File: config.mk
export PLATFORM = sky130hd
export DESIGN_NAME = if_fetch_unit
export DESIGN_NICKNAME = d
export VERILOG_FILES = /design/src/rtl/if_fetch_unit.sv
export SDC_FILE = /design/constraint.sdc
export NUM_CORES = 1
export LEC_CHECK = 0
export ABC_AREA = 1
export CORE_AREA = 2 2 185 187
export DETAILED_ROUTE_END_ITERATION = 8
export DIE_AREA = 0 0 187 189
export PLACE_DENSITY = 0.45
export SYNTH_ARGS = -nofsm -noshare
export SYNTH_HDL_FRONTEND = slang
export SYNTH_SLANG_ARGS = --single-unit
File: constraint.sdc
create_clock -name clk -period 8.83 [get_ports clk]
set_input_delay 1.3245 -clock clk [delete_from_list [all_inputs] [get_ports clk]]
set_output_delay 1.3245 -clock clk [all_outputs]
set_load 0.01 [all_outputs]
File: src/rtl/if_fetch_unit.sv
// ---------------------------------------------------------------------------
// if_fetch_unit
// Instruction fetch stage. Issues one read at a time to instruction memory.
// Returned instructions go into a single output slot that feeds the IF/ID
// register. A one-entry skid buffer absorbs a read that completes while
// decode is stalled. Branch/jump redirects flush the slot and the skid. A
// read already in flight when a redirect arrives is drained and its data
// is dropped.
//
// Ports
//   clk, rst        : clock (rising edge), asynchronous active-high reset
//   stall           : decode cannot take a new instruction this cycle
//   redirect        : taken branch/jump, flush and refetch at redirect_pc
//   redirect_pc     : redirect target address
//   imem_req        : read request to instruction memory
//   imem_addr       : read address, stable until the ack cycle
//   imem_ack        : one-cycle pulse, imem_rdata valid
//   imem_rdata      : read data
//   IF_PC           : fetched address + PC_STEP
//   IF_Instruction  : fetched instruction
//   IF_valid        : IF_PC/IF_Instruction hold an unconsumed instruction
// ---------------------------------------------------------------------------
module if_fetch_unit #(
    parameter int                     ADDRESS_LEN     = 32,
    parameter int                     INSTRUCTION_LEN = 32,
    parameter logic [ADDRESS_LEN-1:0] RESET_PC        = '0,
    parameter int                     PC_STEP         = 1
) (
    input  logic                       clk,
    input  logic                       rst,
    input  logic                       stall,
    input  logic                       redirect,
    input  logic [ADDRESS_LEN-1:0]     redirect_pc,
    output logic                       imem_req,
    output logic [ADDRESS_LEN-1:0]     imem_addr,
    input  logic                       imem_ack,
    input  logic [INSTRUCTION_LEN-1:0] imem_rdata,
    output logic [ADDRESS_LEN-1:0]     IF_PC,
    output logic [INSTRUCTION_LEN-1:0] IF_Instruction,
    output logic                       IF_valid
);

    localparam logic [ADDRESS_LEN-1:0] STEP = ADDRESS_LEN'(PC_STEP);

    typedef enum logic [1:0] {
        S_FETCH = 2'd0,   // request active
        S_HOLD  = 2'd1,   // skid full, no request
        S_DRAIN = 2'd2    // waiting out a read made stale by a redirect
    } state_t;

    state_t                     state_reg;
    logic [ADDRESS_LEN-1:0]     pc_reg;
    logic [ADDRESS_LEN-1:0]     drain_addr_reg;
    logic [ADDRESS_LEN-1:0]     skid_pc_reg;
    logic [INSTRUCTION_LEN-1:0] skid_instr_reg;

    logic [ADDRESS_LEN-1:0]     pc_next;
    logic                       slot_free;

    // Addition wraps naturally at the register width.
    assign pc_next   = pc_reg + STEP;
    assign slot_free = !IF_valid || !stall;

    // While draining, pc_reg already holds the redirect target. The stale
    // address is kept separately so the outstanding request stays stable.
    assign imem_req  = !rst && (state_reg != S_HOLD);
    assign imem_addr = (state_reg == S_DRAIN) ? drain_addr_reg : pc_reg;

    always_ff @(posedge clk or posedge rst) begin
        if (rst) begin
            state_reg      <= S_FETCH;
            pc_reg         <= RESET_PC;
            drain_addr_reg <= '0;
            skid_pc_reg    <= '0;
            skid_instr_reg <= '0;
            IF_PC          <= '0;
            IF_Instruction <= '0;
            IF_valid       <= 1'b0;
        end else begin
            case (state_reg)
                S_FETCH: begin
                    if (redirect) begin
                        pc_reg   <= redirect_pc;
                        IF_valid <= 1'b0;
                        // Without an ack the read is still outstanding and
                        // must complete before the next one is issued.
                        if (!imem_ack) begin
                            drain_addr_reg <= pc_reg;
                            state_reg      <= S_DRAIN;
                        end
                    end else if (imem_ack) begin
                        pc_reg <= pc_next;
                        if (slot_free) begin
                            IF_Instruction <= imem_rdata;
                            IF_PC          <= pc_next;
                            IF_valid       <= 1'b1;
                        end else begin
                            skid_instr_reg <= imem_rdata;
                            skid_pc_reg    <= pc_next;
                            state_reg      <= S_HOLD;
                        end
                    end else if (IF_valid && !stall) begin
                        IF_valid <= 1'b0;
                    end
                end
                S_HOLD: begin
                    if (redirect) begin
                        pc_reg    <= redirect_pc;
                        IF_valid  <= 1'b0;
                        state_reg <= S_FETCH;
                    end else if (!stall) begin
                        IF_Instruction <= skid_instr_reg;
                        IF_PC          <= skid_pc_reg;
                        IF_valid       <= 1'b1;
                        state_reg      <= S_FETCH;
                    end
                end
                S_DRAIN: begin
                    if (redirect) begin
                        pc_reg <= redirect_pc;
                    end
                    // The stale read ends on its ack. A redirect in the
                    // same cycle must not leave the FSM waiting for an ack
                    // that will never arrive.
                    if (imem_ack) begin
                        state_reg <= S_FETCH;
                    end
                end
                default: begin
                    state_reg <= S_FETCH;
                end
            endcase
        end
    end

endmodule

---- Yosys cells after proc, flatten, opt, wreduce, memory -nomap -nowiden ----
Index checks and enable logic that the tools add are counted.
storage, ports and cells
  register bits after elaboration ......... 195
  bits of input ports ..................... 69
  output and inout port bits .............. 98
  logic and storage cells ................. 76
cells by class
  $add $sub $neg .......................... 1
  equal/unequal tests ..................... 16
  mux-type cells .......................... 32
  bitwise gates (word level) .............. 3
  reductions and logical operators ........ 16
operators with widths
  kind                                                                      count
  32-bit 2-to-1 mux                                                         14
  32-bit one-hot mux with 2 select lines                                    3
  32-bit by 1-bit adder with 32-bit output (second input constant)          1
  2-bit 2-to-1 mux                                                          7
  2-bit inequality test (second input constant)                             6
  3-bit inequality test (second input constant)                             4
  4-bit inequality test (second input constant)                             2
  4-bit AND reduction                                                       2
  1-bit 2-to-1 mux                                                          6
  2-bit one-hot mux with 3 select lines                                     1
  3-bit AND reduction                                                       2
  6-bit AND reduction                                                       1
  5-bit AND reduction                                                       1
  2-bit by 1-bit inequality test with 1-bit output (second input constant)  2
  2-bit nonzero test                                                        2
  1-bit zero test                                                           3
  1-bit inverter                                                            3
  2-bit by 1-bit == test with 1-bit output (second input constant)          1
  2-bit == test (second input constant)                                     1
  1-bit logical AND                                                         2
  2-bit zero test                                                           1
  1-bit one-hot mux with 2 select lines                                     1
  2-bit OR reduction                                                        1
  1-bit logical OR                                                          1

---- Longest topological paths before layout ----
Gate-level depths: netlist of run 1.
  depth in word-level cells ............... 6
  mapped depth ............................ 12
  gate-level depth less buffers ........... 10

---- Least setup slack after synthesis of run 1 ----
Ideal clock, no wire load.
  path type ............................... input-to-output
  start point ............................. in rst
  end point ............................... out imem_req
  arrival time ............................ 1481 ps
  data required time ...................... 7506 ps
  slack ................................... 6024 ps
  cell stages on the path ................. 1
  buffers on the path ..................... 0
  cells stage by stage .................... nor2_1
between the ends
  word-level cells in the longest chain between the ends .. 2
ends and longest elaborated chain
  element                           line  text
  from (decl)                       30    input logic rst,
  1-bit zero test (no source line)  --
  1-bit logical AND                 66    assign imem_req = !rst && (state_reg != S_HOLD);
  to (decl)                         34    output logic imem_req,
No other way between the ends.

---- Worst setup path after layout of run 1 ----
  start point ............................. reg state_reg[0]
  end point ............................... out imem_addr[25]
between the ends
  word-level cells in the longest chain between the ends .. 2
ends and longest elaborated chain
  element                 line  text
  from (decl)             51    state_t state_reg;
  from (signal assigned)  71    state_reg <= S_FETCH;
  from (signal assigned)  89    state_reg <= S_DRAIN;
  from (signal assigned)  100   state_reg <= S_HOLD;
  2-bit == test           67    assign imem_addr = (state_reg == S_DRAIN) ? drain_addr_reg : pc_reg;
  32-bit 2-to-1 mux       67
  to (decl)               35    output logic [ADDRESS_LEN-1:0] imem_addr,
No other way between the ends.

==> metrics, run 1 <==
Slowest Stage Delay on Critical Path=0.86 ns; Fill cells=3,578; Final TNS setup=0 ns; Worst Path Max Fanout=65; Starting Density=28.8%; worst slew pin tran=1.06 ns; first-pass GRT wire length=47,000 um; Final Cell Area=0.0122 mm^2; met3 usage=3.35%; via count=8,457; Residual DRC=0; # setup viols final=0; most frequent cells in the layout=496 x nand2_1, 195 x dfrtp_1, 166 x clkdlybuf4s50_1, 155 x nor2_1, 97 x o21ai_0; antenna-violating nets left=0; M2 GR Usage=28.0%; register area share after synthesis=50.9%; Placed Area=0.0116 mm^2; 1st-pass router iterations=5; Post-synth top flop=dfrtp_1; CTS Hold Bufs=0; 1st-iter DRT viols=444; status=completed; maximum vdd drop=161 uV; part of the cycle the worst path needs=46.0%; Final min period=4.06 ns; Ant. Diodes=0; Port Buffer Count=166; Rel. slew slack=29.1%; hold_ws=0.480 ns; arrival time worst endpoint=2.74 ns; FFs w/ async S/R, synth=100%; clock skew=0.0149 ns; largest net degree at the start of global routing=97; CTS max path bufs=2; Clk pin slew, worst setup/hold paths=0.08 ns; Avg Vias per Cell=4.56; gr usage total=16.9%; root buffer cell=clkbuf_16; CP Data Required Time=7.51 ns; yosys warns=0; area grow syn2layout=26.8%; final std cells w/o fill=1,856; # nets final=1,468; unrepaired setup endpoints after global routing=false; flops & latches, synth=195; placed wire-length estimate=20,200 um; H-tree lvl count=4; critical path class=reg2out; max-slew violations=0; PD cells=391 mW/mm^2; I/O Pins=167; drt wl/cell=15.8 um; commonest non-fill, non-tap cell in the layout=nand2_1; Synth Area per Inst=7.57 um^2; number of buffers created by CTS=17; CP Capture Type=output port; fraction of layout cells with a size suffix above 1=5.82%; CTS tree=built; core area=0.0333 mm^2; Post-Synthesis Cell Area=0.00958 mm^2; crit-path cells=inv_1 -> ha_2 -> o21ai_0 -> clkdlybuf4s50_1; antenna violations before repair=0; vias in the first global route=8,247; Routed WL=29,400 um; Cells after Synth=1,265; Netlist cell types=27; Pleak=5.53 nW; grt ovf=0; setup bufs post-CTS=0; clock sinks=195; Final Hold Viols=0; Die Footprint=0.0353 mm^2; CP startpoint kind=flop; Synth Net Count=1,338; Die W=187 um; post-CTS resize count=0; busiest grt layer=met2; CP max stage cell=ha_2; f_max=246 MHz; GP Congestion=0.837; Cells after DPL=1,824; met1 usage=22.4%; height of the die=189 um; row cnt=67; hold crit path type=reg2reg; Worst-Skew Late Latency=0.45 ns; Max Cap Viol=0; number of flops mapped to enable cells by yosys=0
[synth_stat cells (3+ instances only)]
cell      instances  area [um^2]
inv_2             6         22.5
xor2_1            9         78.8
buf_2            20          100
a21oi_1          38          190
a21oi_2          11         96.3
dfrtp_1         195         4880
inv_1            59          221
clkbuf_1         32          120
buf_6             4         45.0
buf_4             8         60.1
nor2_2            5         31.3
nor2_4            6         67.6
nor2_1          155          582
ha_1              4         50.1
nand3_1          48          240
a31oi_1          45          282
o21ai_1           6         30.0
o22ai_1           7         43.8
nand2_1         497         1870
o21ai_0          97          485
nand2_2           3         18.8
[cell type report]
cell class	instances	area, um^2	area share, %
repair buffers	177	1740	14.4
well taps	448	561	4.61
clock inverters	15	144	1.18
multi-input cells	938	4140	34.1
clock buffers	17	425	3.50
flip-flops and latches	195	4880	40.2
inverters	66	258	2.12
[logic make-up after synthesis]
group,share of synthesized area [%]
and+or+nand+nor,29.5
DFF,50.9
xor gates and xnor gates,0.823
AOI/OAI and AO/OA,12.1
buffers and inverters,6.09
adders and majority gates,0.522
[report_power, final]
group	total, mW	leakage (nW)	switching, mW	internal, mW
Combinational	2.36	2.88	1.40	0.959
Sequential	1.62	2.37	0.278	1.34
Clock	0.777	0.276	0.402	0.375
[critical path, delay by kind of cell (launching register included)]
family,cells,cell delay (ns)
compound gates,1,0.33
fa+ha+maj,1,0.86
buf+inv,2,0.67
flops,1,0.39
[per-stage QoR]
step	setup WS, ns	power (mW)	util [%]
after detailed placement	4.87	4.04	34.8
after global placement	4.91	4.02	34.8
after global routing	4.56	5.19	36.5
after CTS	4.77	4.84	36.5
after floorplan	2.19	3.07	-
final	4.77	4.75	36.5
[final timing paths]
kind / start / slack, ns / to / depth (start not counted)
max: state_reg[0] / 4.77 / imem_addr[25] / 4
min: skid_instr_reg[1] / 0.48 / skid_instr_reg[1] / 2
max reg2reg: state_reg[1] / 5.30 / IF_PC[1] / 12
min reg2reg: skid_instr_reg[1] / 0.48 / skid_instr_reg[1] / 2
max in group asynchronous: rst / 6.14 / drain_addr_reg[26] / 3
min in group asynchronous: rst / 1.42 / IF_Instruction[21] / 2
[routing by layer]
| metal | part of all wire [%] | routed length, um |
|---|---|---|
| met1 | 46 | 13600 |
| met5 | 0 | 0 |
| met4 | 1.9 | 571 |
| met2 | 48 | 14100 |
| met3 | 3.6 | 1070 |
No activity file was read; power rests on OpenSTA's default activity.
==> run 2, diff against run 1 <==
==> constraint.sdc (replaced) <==
create_clock -name clk -period 4.2 [get_ports clk]
set_input_delay 0.63 -clock clk [delete_from_list [all_inputs] [get_ports clk]]
set_output_delay 0.63 -clock clk [all_outputs]
set_load 0.01 [all_outputs]
==> metrics, run 2 (synthesized netlist as in run 1, its figures left out) <==
status=completed; maximum vdd drop=460 uV; crit-path leading delay family=adder cells; hold crit path type=reg2reg; I/O Pins=167; post-CTS resize count=0; CTS Hold Bufs=0; # nets final=1,469; worst slew pin tran=1.06 ns; CP Capture Type=output port; # setup viols final=0; 1st-pass router iterations=5; Worst Path Max Fanout=65; Max Cap Viol=0; critical path class=reg2out; Slowest Stage Delay on Critical Path=0.87 ns; first-pass GRT wire length=46,300 um; row cnt=67; H-tree lvl count=4; Avg Vias per Cell=4.56; placed wire-length estimate=19,900 um; Fill cells=3,537; Starting Density=28.8%; number of buffers created by CTS=17; setup bufs post-CTS=0; CP bufs+invs=2; CP max stage cell=ha_2; total power=9.95 mW; unrepaired setup endpoints after global routing=false; Routed WL=29,200 um; core area=0.0333 mm^2; f_max=303 MHz; antenna-violating nets left=0; most frequent cells in the layout=496 x nand2_1, 195 x dfrtp_1, 166 x clkdlybuf4s50_1, 155 x nor2_1, 97 x o21ai_0; via count=8,464; Rel. slew slack=29.5%; Die Footprint=0.0353 mm^2; CTS tree=built; drt wl/cell=15.7 um; Port Buffer Count=166; grt ovf=0; part of the cycle the worst path needs=78.5%; vias in the first global route=8,182; CP startpoint kind=flop; Final Hold Viols=0; area grow syn2layout=27.0%; commonest non-fill, non-tap cell in the layout=nand2_1; 1st-iter DRT viols=435; root buffer cell=clkbuf_16; antenna violations before repair=0; Ant. Diodes=0; gr usage total=17.0%; GP Congestion=0.847; Cells after DPL=1,825; arrival time worst endpoint=2.67 ns; height of the die=189 um; Residual DRC=0; Final min period=3.30 ns; Clk pin slew, worst setup/hold paths=0.07 ns; PD cells=817 mW/mm^2; clock sinks=195; final std cells w/o fill=1,856; Die W=187 um; largest net degree at the start of global routing=87; Final Cell Area=0.0122 mm^2; Pleak=5.53 nW; CTS max path bufs=2; Placed Area=0.0116 mm^2; CP Data Required Time=3.57 ns; fraction of layout cells with a size suffix above 1=5.75%; Worst-Skew Late Latency=0.45 ns; Final TNS setup=0 ns; max-slew violations=0; crit-path cells=inv_1 -> ha_2 -> nand2_1 -> o21ai_0 -> clkdlybuf4s50_1; clock skew=0.0170 ns
-- run 2: cell types whose count changed in the layout (fill, tap and decap cells not counted), sizes merged --
cell / previous run / this run
inv: 73 / 69
clkbuf: 17 / 20
clkinv: 6 / 4
clkinvlp: 2 / 4
buf: 11 / 12
-- run 2: worst paths after layout --
path | startpoint | endpoint | slack (ns) | cells after the start
max in group asynchronous | rst | drain_addr_reg[27] | 2.60 | 3
min in group asynchronous | rst | IF_Instruction[12] | 0.74 | 2
min reg2reg | skid_instr_reg[18] | skid_instr_reg[18] | 0.48 | 2
max | state_reg[0] | imem_addr[24] | 0.90 | 5
min | skid_instr_reg[18] | skid_instr_reg[18] | 0.48 | 2
max reg2reg | state_reg[1] | IF_Instruction[25] | 1.52 | 10
-- run 2: layout make-up --
type | instances | area [um^2] | share of cell area [%]
Timing Repair Buffer | 178 | 1800 | 14.8
Multi-Input combinational cell | 938 | 4140 | 34.0
Sequential cell | 195 | 4880 | 40.1
Inverter | 66 | 254 | 2.09
Tap cell | 448 | 561 | 4.61
Clock buffer | 20 | 457 | 3.75
Clock inverter | 11 | 77.6 | 0.637
-- run 2: power by group --
part	total (mW)	internal (mW)	switching, mW
Sequential	3.38	2.82	0.562
Combinational	4.98	2.04	2.95
Clock	1.58	0.791	0.787
Total	9.95	5.65	4.29
-- run 2: layer usage --
metal | vias up | track usage, % | share of wire [%] | routed length [um]
met5 | - | 0 | 0 | 0
met4 | 0 | 4.82 | 1.3 | 390
met3 | 17 | 3.63 | 4.6 | 1350
met2 | 178 | 28.1 | 48 | 14100
met1 | 3985 | 22.4 | 46 | 13400
li1 | 4284 | - | - | -
-- run 2: stage by stage --
| stage | worst slack (ns) | utilization, % | hold WS (ns) |
|---|---|---|---|
| 2_1_floorplan | 1.05 | - | 0.449 |
| 3_3_place_gp | 1.34 | 35.0 | 0.462 |
| 3_5_place_dp | 1.29 | 35.0 | 0.465 |
| 4_1_cts | 0.810 | 36.6 | 0.485 |
| 5_1_grt | 0.576 | 36.6 | 0.501 |
| 6_report | 0.904 | 36.6 | 0.479 |
-- run 2: tightest hold or removal path, delay by kind of cell, from the launching register on --
kind,cells,cell delay [ns]
DFF,1,0.34
and+or+nand+nor,2,0.11
